<file path="config.mk">
export PLATFORM = sky130hd
export DESIGN_NAME = instr_fetch_flat
export DESIGN_NICKNAME = d
export VERILOG_FILES = /design/src/rtl/instr_fetch_if.sv /design/src/rtl/instr_fetch.sv /design/src/flat_wrapper.sv
export SDC_FILE = /design/constraint.sdc
export NUM_CORES = 1
export LEC_CHECK = 0
export ABC_AREA = 1
export ABC_CLOCK_PERIOD_IN_PS = 1100
export CORE_UTILIZATION = 38
export DETAILED_ROUTE_END_ITERATION = 16
export PLACE_DENSITY = 0.75
export SYNTH_ARGS = -nofsm -noshare
export SYNTH_HDL_FRONTEND = slang
export SYNTH_SLANG_ARGS = --single-unit
</file>
<file path="constraint.sdc">
create_clock -name clk -period 1.1 [get_ports clk]
set_input_delay 0.165 -clock clk [delete_from_list [all_inputs] [get_ports clk]]
set_output_delay 0.165 -clock clk [all_outputs]
set_load 0.1 [all_outputs]
</file>
<file path="src/rtl/instr_fetch_if.sv">
// Instruction memory request/response bus between the fetch stage and imem.
// The fetch stage drives the request (master); memory answers (slave).
interface instr_fetch_if #(
    parameter int ADDR_W = 16,
    parameter int DATA_W = 16
);
    logic              imem_req;
    logic [ADDR_W-1:0] imem_addr;
    logic              imem_ack;
    logic [DATA_W-1:0] imem_rdata;

    modport master (
        output imem_req,
        output imem_addr,
        input  imem_ack,
        input  imem_rdata
    );

    modport slave (
        input  imem_req,
        input  imem_addr,
        output imem_ack,
        output imem_rdata
    );
endinterface

</file>
<file path="src/rtl/instr_fetch.sv">
// RiSC-16 instruction fetch: one outstanding imem request, one-entry output
// buffer toward decode, PC advance pulse, and redirect flush with stale-ack drop.
module instr_fetch #(
    parameter int ADDR_W = 16,
    parameter int DATA_W = 16
) (
    input  logic              clk,
    input  logic              rst_n,
    input  logic [ADDR_W-1:0] pc_addr,
    output logic              pc_adv,
    input  logic              redirect,
    instr_fetch_if.master     imem,
    output logic [DATA_W-1:0] instr,
    output logic [ADDR_W-1:0] instr_pc,
    output logic              instr_valid,
    input  logic              instr_ready
);
    localparam logic [1:0] IDLE  = 2'd0;
    localparam logic [1:0] FETCH = 2'd1;
    localparam logic [1:0] DROP  = 2'd2;

    logic [1:0]        state;
    logic [1:0]        state_nxt;
    logic [ADDR_W-1:0] req_addr;
    logic              can_issue;
    logic              load;
    logic              consume;

    // A new fetch may start only when the buffer will be free by the time the
    // response lands, so no prefetch beyond the single entry ever happens.
    assign can_issue = !redirect && (!instr_valid || instr_ready);
    assign load      = (state == FETCH) && imem.imem_ack && !redirect;
    assign consume   = instr_valid && instr_ready;

    // The PC advances exactly when a wanted response is captured.
    assign pc_adv = load;

    assign imem.imem_req  = (state != IDLE);
    assign imem.imem_addr = req_addr;

    // Next-state decode; a redirect while a request is open turns it into a drop.
    always_comb begin
        state_nxt = state;
        case (state)
            IDLE:    if (can_issue) state_nxt = FETCH;
            FETCH: begin
                if (imem.imem_ack)  state_nxt = IDLE;
                else if (redirect)  state_nxt = DROP;
            end
            DROP:    if (imem.imem_ack) state_nxt = IDLE;
            default: state_nxt = IDLE;
        endcase
    end

    // FSM state register.
    always_ff @(posedge clk or negedge rst_n) begin
        if (!rst_n) state <= IDLE;
        else        state <= state_nxt;
    end

    // Request address is captured only on entry to FETCH, so it is frozen
    // for the whole life of the request (including a DROP tail).
    always_ff @(posedge clk or negedge rst_n) begin
        if (!rst_n)                       req_addr <= '0;
        else if (state == IDLE && can_issue) req_addr <= pc_addr;
    end

    // Output buffer valid: redirect flushes, load fills, consume empties.
    always_ff @(posedge clk or negedge rst_n) begin
        if (!rst_n)        instr_valid <= 1'b0;
        else if (redirect) instr_valid <= 1'b0;
        else if (load)     instr_valid <= 1'b1;
        else if (consume)  instr_valid <= 1'b0;
    end

    // Output buffer payload, written only by a wanted response.
    always_ff @(posedge clk or negedge rst_n) begin
        if (!rst_n) begin
            instr    <= '0;
            instr_pc <= '0;
        end else if (load) begin
            instr    <= imem.imem_rdata;
            instr_pc <= req_addr;
        end
    end
endmodule
</file>
<file path="src/flat_wrapper.sv">
// flat-port wrapper written by rule: the top's interface ports become plain ports
module instr_fetch_flat 
#(
    parameter int ADDR_W = 16,
    parameter int DATA_W = 16
)
  (clk, rst_n, pc_addr, pc_adv, redirect, instr, instr_pc, instr_valid, instr_ready, imem_imem_req, imem_imem_addr, imem_imem_ack, imem_imem_rdata);
  instr_fetch_if #(.ADDR_W(ADDR_W), .DATA_W(DATA_W)) imem_i ();
  input  logic clk;
  input  logic rst_n;
  input  logic [ADDR_W-1:0] pc_addr;
  output logic pc_adv;
  input  logic redirect;
  output logic [DATA_W-1:0] instr;
  output logic [ADDR_W-1:0] instr_pc;
  output logic instr_valid;
  input  logic instr_ready;
  output wire logic [$bits(imem_i.imem_req)-1:0] imem_imem_req;
  output wire logic [$bits(imem_i.imem_addr)-1:0] imem_imem_addr;
  input wire logic [$bits(imem_i.imem_ack)-1:0] imem_imem_ack;
  input wire logic [$bits(imem_i.imem_rdata)-1:0] imem_imem_rdata;
  assign imem_imem_req = imem_i.imem_req;
  assign imem_imem_addr = imem_i.imem_addr;
  assign imem_i.imem_ack = imem_imem_ack;
  assign imem_i.imem_rdata = imem_imem_rdata;
  instr_fetch #(.ADDR_W(ADDR_W), .DATA_W(DATA_W)) u_core (.clk(clk), .rst_n(rst_n), .pc_addr(pc_addr), .pc_adv(pc_adv), .redirect(redirect), .imem(imem_i), .instr(instr), .instr_pc(instr_pc), .instr_valid(instr_valid), .instr_ready(instr_ready));
endmodule
</file>
==> metrics.txt <==
# TYPE chip_impl_metric gauge
chip_impl_info{name="run_status",value="complete, but fails checks"} 1
chip_impl_info{name="violations",value="negative setup slack"} 1
chip_impl_metric{name="port_buffers",unit=""} 87
chip_impl_info{name="worst_hold_startpoint",value="pc_addr[12]"} 1
chip_impl_metric{name="clkTransAtPathRegs",unit="ns"} 0.10
chip_impl_metric{name="routed_wl",unit="um"} 6767
chip_impl_metric{name="clock_buffer_count_from_cts",unit=""} 5
chip_impl_metric{name="muxShareOfSynthArea",unit=""} 0
chip_impl_metric{name="timing.critical_path.buf_inv",unit=""} 3
chip_impl_info{name="critical_path.cell_chain",value="inv_2, nor2_4, nand2_8, inv_16, buf_12"} 1
chip_impl_metric{name="final_antenna_net_count",unit=""} 0
chip_impl_metric{name="grt_overflow",unit=""} 0
chip_impl_metric{name="yosys.area_share.simple",unit=""} 0.3363
chip_impl_info{name="cts_tree",value="yes"} 1
chip_impl_metric{name="compound_gate_portion_of_the_synthesized_area",unit=""} 0.002377
chip_impl_metric{name="path_max_fanout",unit=""} 3
chip_impl_info{name="worst_path_dominant_cell_family",value="flip-flops"} 1
chip_impl_metric{name="ctsHtreeMaxLevel",unit=""} 2
chip_impl_metric{name="placeableCoreArea",unit="um2"} 5238
chip_impl_metric{name="via_per_inst",unit=""} 4.977
chip_impl_metric{name="remaining_drc_errors",unit=""} 0
chip_impl_metric{name="final_critical_path_share_of_the_clock_period",unit=""} 1.322
chip_impl_metric{name="crit_required",unit="ns"} 0.94
chip_impl_metric{name="drt_pass1_iterations",unit=""} 4
chip_impl_metric{name="worst_slack",unit="ns"} -0.3543
chip_impl_metric{name="timing.critical_path.arrival",unit="ns"} 1.29
chip_impl_metric{name="delay_of_the_slowest_critical_path_stage",unit="ns"} 0.44
chip_impl_metric{name="finalCriticalPeriod",unit="ns"} 1.454
chip_impl_metric{name="worst_skew_pair.late_latency",unit="ns"} 0.31
chip_impl_metric{name="gp_congestion",unit=""} 0.7573
chip_impl_metric{name="fin_worst_skew",unit="ns"} 0.01100
chip_impl_metric{name="drt_first_iter_violations",unit=""} 133
chip_impl_metric{name="global_route.usage.total",unit=""} 0.2328
chip_impl_metric{name="synth.cell_area",unit="um2"} 2106
chip_impl_metric{name="syn-instance-count",unit=""} 227
chip_impl_metric{name="hold_violations",unit=""} 0
chip_impl_metric{name="ys.warnings.count",unit=""} 0
chip_impl_metric{name="fmaxAchievable",unit="MHz"} 687.6
chip_impl_metric{name="yosys_register_bits",unit=""} 51
chip_impl_metric{name="max_slew_margin",unit=""} 0.8152
chip_impl_metric{name="antenna_found_initial",unit=""} 0
chip_impl_metric{name="final-max-slew-violation-count",unit=""} 0
chip_impl_metric{name="routed-via-count",unit=""} 2150
chip_impl_metric{name="first_global_vias",unit=""} 2183
chip_impl_info{name="start_of_the_worst_register_to_register_path",value="u_core.state[0]"} 1
chip_impl_metric{name="r2r_slack",unit="ns"} -0.33
chip_impl_info{name="critical-path-slowest-cell",value="sky130_fd_sc_hd__dfrtp_1"} 1
chip_impl_info{name="rsz_0062_raised_after_global_routing",value="true"} 1
chip_impl_metric{name="fp.dieW",unit="um"} 76.44
chip_impl_metric{name="clk_path_buf_depth",unit=""} 2
chip_impl_metric{name="diode_insertion_count_for_antenna_repair",unit=""} 0
chip_impl_metric{name="synth_xor_area_frac",unit=""} 0
chip_impl_metric{name="core.rowCount",unit=""} 26
chip_impl_metric{name="synth.distinct_cells",unit=""} 16
chip_impl_metric{name="timing.final.setup_violations",unit=""} 54
chip_impl_info{name="timing.critical_path.from",value="u_core.state[0]"} 1
chip_impl_metric{name="grt_pass1_wl",unit="um"} 10540
chip_impl_metric{name="area_delta_synth_final",unit="%"} 100.3
chip_impl_info{name="holdCritPathClass",value="primary input to register"} 1
chip_impl_info{name="r2r_end",value="u_core.instr_pc[10]"} 1
chip_impl_metric{name="timing.critical_path.depth",unit=""} 5
chip_impl_metric{name="path_depth_of_the_worst_reg2reg_path",unit=""} 8
chip_impl_metric{name="worst-slew-pin-transition",unit="ns"} 0.2771
chip_impl_info{name="clock-root-buffer",value="sky130_fd_sc_hd__clkbuf_8"} 1
chip_impl_metric{name="effective_utilization_at_floorplan",unit=""} 0.4021
chip_impl_metric{name="place_worst_setup_slack",unit="ns"} -0.4378
chip_impl_metric{name="die_h",unit="um"} 76.44
chip_impl_info{name="criticalPathCategory",value="register to output pin"} 1
chip_impl_metric{name="sequential_element_share_of_the_synthesized_area",unit=""} 0.6061
chip_impl_metric{name="fp.dieArea",unit="um2"} 5843
chip_impl_metric{name="layout-drive-gt1-share",unit=""} 0.5110
chip_impl_info{name="worstSetupEndpoint",value="pc_adv"} 1
chip_impl_metric{name="wire_per_inst",unit="um"} 15.66
chip_impl_info{name="combinational_family_with_the_most_area_after_synthesis",value="simple AND/OR/NAND/NOR gates"} 1
chip_impl_metric{name="nets",unit=""} 398
chip_impl_metric{name="grt_start_max_net_pins",unit=""} 52
chip_impl_metric{name="design.portCount",unit=""} 88
chip_impl_metric{name="numClockSinks",unit=""} 51
chip_impl_metric{name="maxCapViolCount",unit=""} 0
chip_impl_metric{name="synth_area_per_cell",unit="um2"} 9.277
chip_impl_metric{name="post_synth_adder_cell_area",unit=""} 0
chip_impl_metric{name="synthesis.nets",unit=""} 264
chip_impl_metric{name="estimated_wirelength_of_the_detail_placed_design",unit="um"} 4132
chip_impl_info{name="critical_path.startpoint_type",value="register"} 1
chip_impl_info{name="crit_path_end_kind",value="output pin"} 1
cells in the mapped netlist:
master,n,share of area
sky130_fd_sc_hd__inv_1,3,0.0053
sky130_fd_sc_hd__nand3_4,1,0.0083
sky130_fd_sc_hd__buf_4,3,0.011
sky130_fd_sc_hd__nand2_4,1,0.0053
sky130_fd_sc_hd__buf_2,6,0.014
sky130_fd_sc_hd__nor2_4,2,0.011
sky130_fd_sc_hd__dfrtp_1,51,0.61
sky130_fd_sc_hd__nand2_2,1,0.0030
sky130_fd_sc_hd__nand2_1,98,0.17
sky130_fd_sc_hd__nand3_1,34,0.081
sky130_fd_sc_hd__nand4_1,17,0.051
sky130_fd_sc_hd__buf_1,1,0.0018
sky130_fd_sc_hd__nor2_2,1,0.0030
sky130_fd_sc_hd__buf_6,3,0.016
sky130_fd_sc_hd__inv_2,4,0.0071
sky130_fd_sc_hd__o21ai_1,1,0.0024
worst min-delay path: stages:
cell and delay (ns):
sky130_fd_sc_hd__clkdlybuf4s50_1 0.39, sky130_fd_sc_hd__nand4_1 0.08, sky130_fd_sc_hd__nand2_1 0.05
worst min path at each step:
stage	to	slack (ns)	depth (start not counted)
detailed placement	u_core.instr_pc[2]	0.17	2
finish	u_core.imem.imem_addr[12]	0.40	3
CTS	u_core.instr_pc[2]	0.37	3
global placement	u_core.imem.imem_addr[2]	0.17	2
floorplan	u_core.imem.imem_addr[0]	-0.13	0
global route	u_core.instr[15]	0.42	3
flip-flops by register name, indices dropped and copies added (netlist names):
name                   flops
u_core.instr              16
u_core.imem.imem_addr     16
u_core.instr_valid         1
u_core.state               2
u_core.instr_pc           16
per-layer routing:
metal / share of wire / global-route usage / up-vias / wire length [um]
li1: - / - / 1014 / -
met1: 0.38 / 0.2541 / 1050 / 2592
met2: 0.55 / 0.4369 / 76 / 3741
met3: 0.042 / 0.04431 / 10 / 283
met4: 0.022 / 0.09615 / 0 / 150
met5: 0 / 0 / - / 0
through the flow:
step / setup TNS (ns) / std cells / hold slack (ns) / utilization / cell area, um2
after floorplan: -1.861 / 227 / -0.1306 / - / 2243
after global placement: -15.21 / 386 / 0.1728 / 0.7117 / 3727
after detailed placement: -17.44 / 386 / 0.1746 / 0.7117 / 3727
after CTS: -10.12 / 417 / 0.3729 / 0.7821 / 4096
after global routing: -14.30 / 432 / 0.4160 / 0.8053 / 4218
final: -10.69 / 432 / 0.3997 / 0.8053 / 4218
cells by family after synthesis:
family	count (synthesis)
simple gates	155
compound gates	1
flops	51
buf+inv	20
layout by cell type (no fill, tap or decap), types with 2 or more instances in the layout:
master / synthesis / routed
sky130_fd_sc_hd__clkdlybuf4s50_1: 0 / 35
sky130_fd_sc_hd__nand2_2: 1 / 12
sky130_fd_sc_hd__nor2_4: 2 / 3
sky130_fd_sc_hd__buf_4: 3 / 40
sky130_fd_sc_hd__buf_8: 0 / 3
sky130_fd_sc_hd__buf_12: 0 / 54
sky130_fd_sc_hd__inv_1: 3 / 2
sky130_fd_sc_hd__nand2_1: 98 / 86
sky130_fd_sc_hd__nand3_1: 34 / 34
sky130_fd_sc_hd__dfrtp_2: 0 / 49
sky130_fd_sc_hd__nand4_1: 17 / 17
sky130_fd_sc_hd__inv_2: 4 / 3
sky130_fd_sc_hd__clkbuf_8: 0 / 5
sky130_fd_sc_hd__nand3_4: 1 / 2
sky130_fd_sc_hd__buf_6: 3 / 4
cell type report:
cell class | count | area (um2)
repair buffers | 138 | 1837
flip-flops and latches | 51 | 1341
fillers | 308 | 1020
multi-input cells | 158 | 789.5
well taps | 70 | 87.58
clock buffers | 5 | 68.82
clock inverters | 3 | 47.55
inverters | 7 | 46.29
what timing repair did:
item,CTS,global route
endpoints found under the hold margin,51,0
gates resized for setup,18,4
hold buffers,1,0
setup buffers,19,16
setup endpoints to repair,67,98
gates cloned,3,0
pin swaps,7,0
Power is not shown: default switching activity piles up to over one toggle a cycle in this logic, so the estimate is an artifact.
